File: src/rtl/vga_sync_core.sv
// Free-running VGA raster timing generator: sync pulses, beam position,
// registered active-video flag and a pixel-clock-domain frame counter.
module vga_sync_core #(
  parameter int   H_DISPLAY   = 640,
  parameter int   H_FRONT     = 16,
  parameter int   H_SYNC      = 96,
  parameter int   H_BACK      = 48,
  parameter int   V_DISPLAY   = 480,
  parameter int   V_FRONT     = 10,
  parameter int   V_SYNC      = 2,
  parameter int   V_BACK      = 33,
  parameter logic SYNC_ACTIVE = 1'b0
) (
  input  logic       clk,
  input  logic       rst_n,
  input  logic       pix_en,
  output logic       hsync,
  output logic       vsync,
  output logic       display_on,
  output logic [9:0] hpos,
  output logic [9:0] vpos,
  output logic [8:0] frame_no,
  output logic       line_end,
  output logic       frame_end
);

  localparam int H_TOTAL = H_DISPLAY + H_FRONT + H_SYNC + H_BACK;
  localparam int V_TOTAL = V_DISPLAY + V_FRONT + V_SYNC + V_BACK;

  if (H_TOTAL > 1024 || V_TOTAL > 1024) begin : g_size_check
    $error("vga_sync_core: H_TOTAL and V_TOTAL must fit in 10 bits");
  end

  localparam logic [9:0]  H_LAST       = 10'(H_TOTAL - 1);
  localparam logic [9:0]  V_LAST       = 10'(V_TOTAL - 1);
  localparam logic [10:0] H_DISP_W     = 11'(H_DISPLAY);
  localparam logic [10:0] V_DISP_W     = 11'(V_DISPLAY);
  localparam logic [10:0] H_SYNC_BEG_W = 11'(H_DISPLAY + H_FRONT);
  localparam logic [10:0] H_SYNC_END_W = 11'(H_DISPLAY + H_FRONT + H_SYNC);
  localparam logic [10:0] V_SYNC_BEG_W = 11'(V_DISPLAY + V_FRONT);
  localparam logic [10:0] V_SYNC_END_W = 11'(V_DISPLAY + V_FRONT + V_SYNC);
  localparam logic        DISP_AT_ORIGIN = (H_DISPLAY > 0) && (V_DISPLAY > 0);

  logic [9:0] hpos_q, hpos_d;
  logic [9:0] vpos_q, vpos_d;
  logic [8:0] frame_q, frame_d;
  logic       hsync_q, hsync_d;
  logic       vsync_q, vsync_d;
  logic       disp_q, disp_d;
  logic [10:0] hpos_dw, vpos_dw;

  always_comb begin
    hpos_d  = hpos_q;
    vpos_d  = vpos_q;
    frame_d = frame_q;
    if (pix_en) begin
      if (hpos_q == H_LAST) begin
        hpos_d = '0;
        if (vpos_q == V_LAST) begin
          vpos_d  = '0;
          frame_d = frame_q + 9'd1;
        end else begin
          vpos_d = vpos_q + 10'd1;
        end
      end else begin
        hpos_d = hpos_q + 10'd1;
      end
    end
  end

  // Sync and blanking are decoded from the next position so they line up
  // with the counters they describe once registered.
  assign hpos_dw = {1'b0, hpos_d};
  assign vpos_dw = {1'b0, vpos_d};
  assign hsync_d = (hpos_dw >= H_SYNC_BEG_W && hpos_dw < H_SYNC_END_W) ? SYNC_ACTIVE : ~SYNC_ACTIVE;
  assign vsync_d = (vpos_dw >= V_SYNC_BEG_W && vpos_dw < V_SYNC_END_W) ? SYNC_ACTIVE : ~SYNC_ACTIVE;
  assign disp_d  = (hpos_dw < H_DISP_W) && (vpos_dw < V_DISP_W);

  always_ff @(posedge clk) begin
    if (!rst_n) begin
      hpos_q  <= '0;
      vpos_q  <= '0;
      frame_q <= '0;
      hsync_q <= ~SYNC_ACTIVE;
      vsync_q <= ~SYNC_ACTIVE;
      disp_q  <= DISP_AT_ORIGIN;
    end else begin
      hpos_q  <= hpos_d;
      vpos_q  <= vpos_d;
      frame_q <= frame_d;
      hsync_q <= hsync_d;
      vsync_q <= vsync_d;
      disp_q  <= disp_d;
    end
  end

  assign hpos       = hpos_q;
  assign vpos       = vpos_q;
  assign frame_no   = frame_q;
  assign hsync      = hsync_q;
  assign vsync      = vsync_q;
  assign display_on = disp_q;
  assign line_end   = pix_en && (hpos_q == H_LAST);
  assign frame_end  = line_end && (vpos_q == V_LAST);

endmodule

File: config.mk
export PLATFORM = sky130hd
export DESIGN_NAME = vga_sync_core
export DESIGN_NICKNAME = d
export VERILOG_FILES = /design/src/rtl/vga_sync_core.sv
export SDC_FILE = /design/constraint.sdc
export NUM_CORES = 1
export LEC_CHECK = 0
export BUFFER_PORTS_ARGS = -buffer_cell sky130_fd_sc_hd__clkbuf_2
export CAP_MARGIN = 15
export CORE_UTILIZATION = 55
export DETAILED_ROUTE_END_ITERATION = 8
export PLACE_DENSITY = 0.8
export SETUP_SLACK_MARGIN = 0.1
export SYNTH_ARGS = -nofsm -noshare
export SYNTH_HDL_FRONTEND = slang
export SYNTH_SLANG_ARGS = --single-unit
File: constraint.sdc
create_clock -name clk -period 4.25 [get_ports clk]
set_clock_uncertainty 0.1 [all_clocks]
set_input_delay 0 -clock clk [delete_from_list [all_inputs] [get_ports clk]]
set_output_delay 0 -clock clk [all_outputs]
set_load 0.02 [all_outputs]
# ---- Yosys cells after proc, flatten, opt, wreduce, memory -nomap -nowiden
# Cells that the tools add are included.
dict set report classes {
  eq_ne 2
  n_shift 0
  mul 0
  n_lt_le_gt_ge 6
  muxes 7
  div 0
  reduce_logical 6
  addsub 3
  n_bitwise 0
}
# cell n
set op_table {}
lappend op_table {{10-bit 2-to-1 mux} 5}
lappend op_table {{10-bit by 1-bit adder with 10-bit output, second input constant} 2}
lappend op_table {{10-bit equality test, second input constant} 2}
lappend op_table {{10-bit less-than comparator, second input constant} 2}
lappend op_table {{10-bit by 9-bit less-than comparator with 1-bit output, second input constant} 2}
lappend op_table {{10-bit greater-or-equal comparator, second input constant} 1}
lappend op_table {{10-bit by 9-bit greater-or-equal comparator with 1-bit output, second input constant} 1}
lappend op_table {{9-bit by 1-bit adder with 9-bit output, second input constant} 1}
lappend op_table {{1-bit logical AND} 5}
lappend op_table {{3-bit AND reduction} 1}
lappend op_table {{1-bit 2-to-1 mux} 2}
dict set report totals {
  ramBits 0
  rom_bits 0
  input_bits 3
  n_memories 0
  out_inout_bits 34
  latchBits 0
  ff_bits 32
  word_cells 30
}

# ---- Logic depth before layout (Yosys ltp)
dict set report logic_depth {
  ltp_word 7
  mapped_depth 9
  mapped_depth_nobuf 7
}

# ---- Least setup slack after synthesis
# Ideal clock, no wire load.
dict set report synth_path {
  kind {register to register}
  start {register vpos_q[0], in the netlist vpos[0]}
  end {register disp_q, in the netlist display_on}
  setup_ps 133
  setup_slack_ps 2068
  n_path_buf 1
  period_less_slack_ps 2182
  arrival_time_ps 1950
  path_stages_with_launch 9
  t_required_ps 4017
  path_cell_list {dfxtp_1 > inv_1 > ha_1 > and3b_1 > and4_1 > buf_4 > or4_1 > o21ai_0 > a211oi_1}
}
dict set report synth_between {
  elab_chain_len 6
  elab_cells_between_ends 7
  cone_classes {add/sub: 1; order compare: 1; eq/ne: 1; mux: 3; reduce/logical: 1}
}
# item line_no
set synth_lines {}
lappend synth_lines {{from (decl)} 45} ;# logic [9:0] vpos_q, vpos_d;
lappend synth_lines {{from (signal assigned)} 89} ;# vpos_q <= vpos_d;
lappend synth_lines {{10-bit by 1-bit adder with 10-bit output or 10-bit equality test (tied branches)} {63, 59}}
lappend synth_lines {{10-bit 2-to-1 mux} 59} ;# if (vpos_q == V_LAST) begin
lappend synth_lines {{10-bit 2-to-1 mux} 57} ;# if (hpos_q == H_LAST) begin
lappend synth_lines {{10-bit 2-to-1 mux *} 56} ;# if (pix_en) begin
lappend synth_lines {{10-bit by 9-bit less-than comparator with 1-bit output *} 77} ;# assign disp_d = (hpos_dw < H_DISP_W) && (vpos_dw < V_DISP_W);
lappend synth_lines {{1-bit logical AND *} 77}
lappend synth_lines {{to (signal assigned)} 93} ;# disp_q <= disp_d;
lappend synth_lines {{to (decl)} 49} ;# logic disp_q, disp_d;
# Every way passes the cells marked *; elsewhere a longest branch is shown, timed or not.
# A chain may end at the register's enable or synchronous reset.

# ---- Final worst setup path
dict set report layout_path {
  start {register hpos_q[0], in the netlist hpos[0]}
  end {register frame_q[6], in the netlist frame_no[6]}
}
dict set report layout_between {
  elab_chain_len 2
}
# item line_no
set layout_lines {}
lappend layout_lines {{from (decl)} 44} ;# logic [9:0] hpos_q, hpos_d;
lappend layout_lines {{from (signal assigned)} 88} ;# hpos_q <= hpos_d;
lappend layout_lines {{10-bit equality test} 57}
lappend layout_lines {{3-bit AND reduction (no line)} n/a}
lappend layout_lines {{to (signal assigned)} 90} ;# frame_q <= frame_d;
lappend layout_lines {{to (decl)} 46} ;# logic [8:0] frame_q, frame_d;
# No other way between the ends.

==> flow_metrics.tcl <==
set metrics [dict create \
    n_antenna_cell 0 \
    ctsHoldBuffers 1 \
    grt_pass1_vias 1413 \
    synth_area_per_cell_um2 8.54 \
    whs_ns 0.0933 \
    drc 0 \
    drt_iter0_markers 102 \
    p_per_area_nw_per_um2 247 \
    numCtsBuffers 5 \
    antenna_left 0 \
    holdPathEnd "frame_no[5]$_SDFFE_PN0P_" \
    finalCritPeriodShare_pct 60.7 \
    drv_slew 0 \
    cpLargestDelayFamily "simple AND/OR/NAND/NOR gates" \
    ys_seq_area_share_pct 34.7 \
    cts_resized 0 \
    max-slew-margin-rel_pct 68.8 \
    arrival_ns 2.73 \
    drt-wirelength-per-cell_um 13.4 \
    nets 254 \
    die_h_um 59.9 \
    rr_endpoint "frame_no[6]$_SDFFE_PN0P_" \
    clockPowerShare_pct 37.3 \
    crit_type "flop to flop" \
    synth-edff-count 0 \
    rows 20 \
    ff2ff_setup_slack_ns 1.67 \
    firstDrtPassIters 4 \
    numPortBuffers 36 \
    start_util_pct 59.0 \
    path_buf_inv 1 \
    ys_types 49 \
    r2r_start "hpos[0]$_SDFF_PN0_" \
    synth_ff_type "dfxtp_1" \
    layout_common_cells "clkbuf_2 (36), dfxtp_1 (32), nand2_1 (19)" \
    tns_ns 0 \
    grt_setup_unrepaired "false" \
    cts.clk_slew.worst_paths_ns 0.10 \
    core_area_um2 3130 \
    tightestPinTransition_ns 0.468 \
    cts_setup_buffers 0 \
    antenna_found_initial 0 \
    grt_pass1_wl_um 6300 \
    crit_slowest_cell "dfxtp_1" \
    hold_class "primary input to flop" \
    ir_drop_v 0.000204 \
    p_leak_nw 0.877 \
    max-cap-violations 0 \
    cts_tree "done" \
    utilization_pct 66.6 \
    synth-seq-cells 32 \
    internal_power_w 0.000402 \
    synth_fp_nets 223 \
    crit_path_frequent_cell "nand4_4" \
    syn_area_um2 1850 \
    status "finished clean" \
    cts_sinks 32 \
    power_switching_w 0.000113 \
    cts_buffer_depth 2 \
    insertion_delay_ns 0.33 \
    p_comb_share_pct 3.5 \
    io_pins 37 \
    min_period_ns 2.58 \
    cp-end-kind "flop" \
    vias 1715 \
    synthCells 216 \
    synth_warnings 0 \
    die_x_um 59.9 \
    synth-async-reset-ratio_pct 0 \
    hold_path.startpoint "rst_n" \
    setup_viol 0 \
    max_freq_mhz 387 \
    grt_overflow 0 \
    crit_required_ns 4.40 \
    hold_violations 0 \
    start_kind "flop" \
    worst-r2r-cell-count 7 \
    area_growth_syn_to_layout_pct 12.9 \
    grtUsageTotal_pct 23.5 \
    cts_root_buf "clkbuf_4" \
    swShare_pct 21.9 \
    cp_cell_sequence "ha_1 -> and4_1 -> nand4_4 -> inv_2 -> nand4_4 -> or3_1 -> a21boi_0" \
    gp_congestion 0.855 \
    power_frac_seq_pct 59.2 \
    holdPathStages 3 \
    drt-total-wl_um 3900 \
    critical-path-max-stage-delay_ns 0.44 \
    htreeDepth 2 \
    dp_hpwl_um 2780 \
    path_max_fanout 18 \
    final_common_cell "clkbuf_2" \
    die_area_um2 3590 \
    grt_max_degree 28 \
    viasPerCell 5.89 \
    drive_gt1_share_pct 19.8 \
]
[power groups by stage]
stage	sequential (W)	combinational (W)	clock, W
6_report	0.000305	0.0000181	0.000192
5_1_grt	0.000305	0.0000200	0.000214
4_1_cts	0.000305	0.0000182	0.000198
3_5_place_dp	0.000312	0.0000175	0
3_3_place_gp	0.000311	0.0000173	0
2_1_floorplan	0.000314	0.0000111	0
[Yosys cell counts (3+ instances only)]
cell / count / area share, %
a21boi_0: 5 / 2.0
a21oi_1: 7 / 1.9
and2_1: 11 / 3.7
and4_1: 5 / 2.4
buf_2: 4 / 1.1
buf_4: 3 / 1.2
clkbuf_1: 5 / 1.0
dfxtp_1: 32 / 35
ha_1: 4 / 2.7
inv_1: 8 / 1.6
mux2i_1: 3 / 1.6
nand2_1: 19 / 3.9
nand3_1: 12 / 3.3
nand4_1: 6 / 2.0
nor2_1: 11 / 2.2
nor2b_1: 3 / 1.0
nor3_1: 5 / 1.4
nor4_1: 5 / 1.7
o2111ai_1: 3 / 1.4
o21a_1: 3 / 1.2
o21ai_0: 10 / 2.7
or3_1: 4 / 1.4
xnor2_1: 9 / 4.3
xor2_1: 4 / 1.9
[per-layer routing]
| metal | GRT usage [%] | vias up | routed length [um] |
|---|---|---|---|
| met4 | 8.64 | 0 | 52 |
| met2 | 35.6 | 64 | 1760 |
| met3 | 7.36 | 6 | 283 |
| met1 | 31.3 | 792 | 1800 |
| li1 | - | 853 | - |
| met5 | 0 | - | 0 |
[worst max path at each step]
stage / from / to / cells past startpoint
final: hpos[0]$_SDFF_PN0_ / frame_no[6]$_SDFFE_PN0P_ / 7
after global routing: hpos[0]$_SDFF_PN0_ / frame_no[6]$_SDFFE_PN0P_ / 7
after CTS: hpos[0]$_SDFF_PN0_ / frame_no[6]$_SDFFE_PN0P_ / 7
after detailed placement: hpos[0]$_SDFF_PN0_ / frame_no[6]$_SDFFE_PN0P_ / 7
after global placement: hpos[0]$_SDFF_PN0_ / frame_no[8]$_SDFFE_PN0P_ / 7
after floorplan: vpos[0]$_SDFF_PN0_ / display_on$_SDFF_PN1_ / 8
[logic make-up after synthesis]
| group | synth area share, % |
|---|---|
| muxes | 1.63 |
| xor gates and xnor gates | 6.17 |
| adders and majority gates | 2.71 |
| buffers and inverters | 5.76 |
| and+or+nand+nor | 33.8 |
| DFF | 34.7 |
| AOI/OAI and AO/OA | 15.3 |
[sequential cells by signal, indices dropped and copies added (netlist names)]
| name | count |
|---|---|
| vpos | 10 |
| hpos | 10 |
| vsync | 1 |
| frame_no | 9 |
| display_on | 1 |
| hsync | 1 |
[metrics by stage]
step	power, W	area, um^2	std cells	setup slack (ns)
3_3_place_gp	0.000329	2010	283	1.80
6_report	0.000515	2080	291	1.67
5_1_grt	0.000540	2080	291	1.49
2_1_floorplan	0.000325	1850	216	2.07
4_1_cts	0.000521	2080	291	1.69
3_5_place_dp	0.000329	2010	283	1.72
[worst min-delay path: stages]
cell,delay (ns)
clkbuf_2,0.28
nand2_1,0.15
mux2i_1,0.06
[cell type report]
cell class              instances  area (um^2)
fillers                       289         1040
flip-flops and latches         32          641
clock buffers                   7         65.1
repair buffers                 37          190
well taps                      44         55.1
inverters                       9         33.8
multi-input cells             162         1100
No activity file was read; power rests on OpenSTA's default activity.
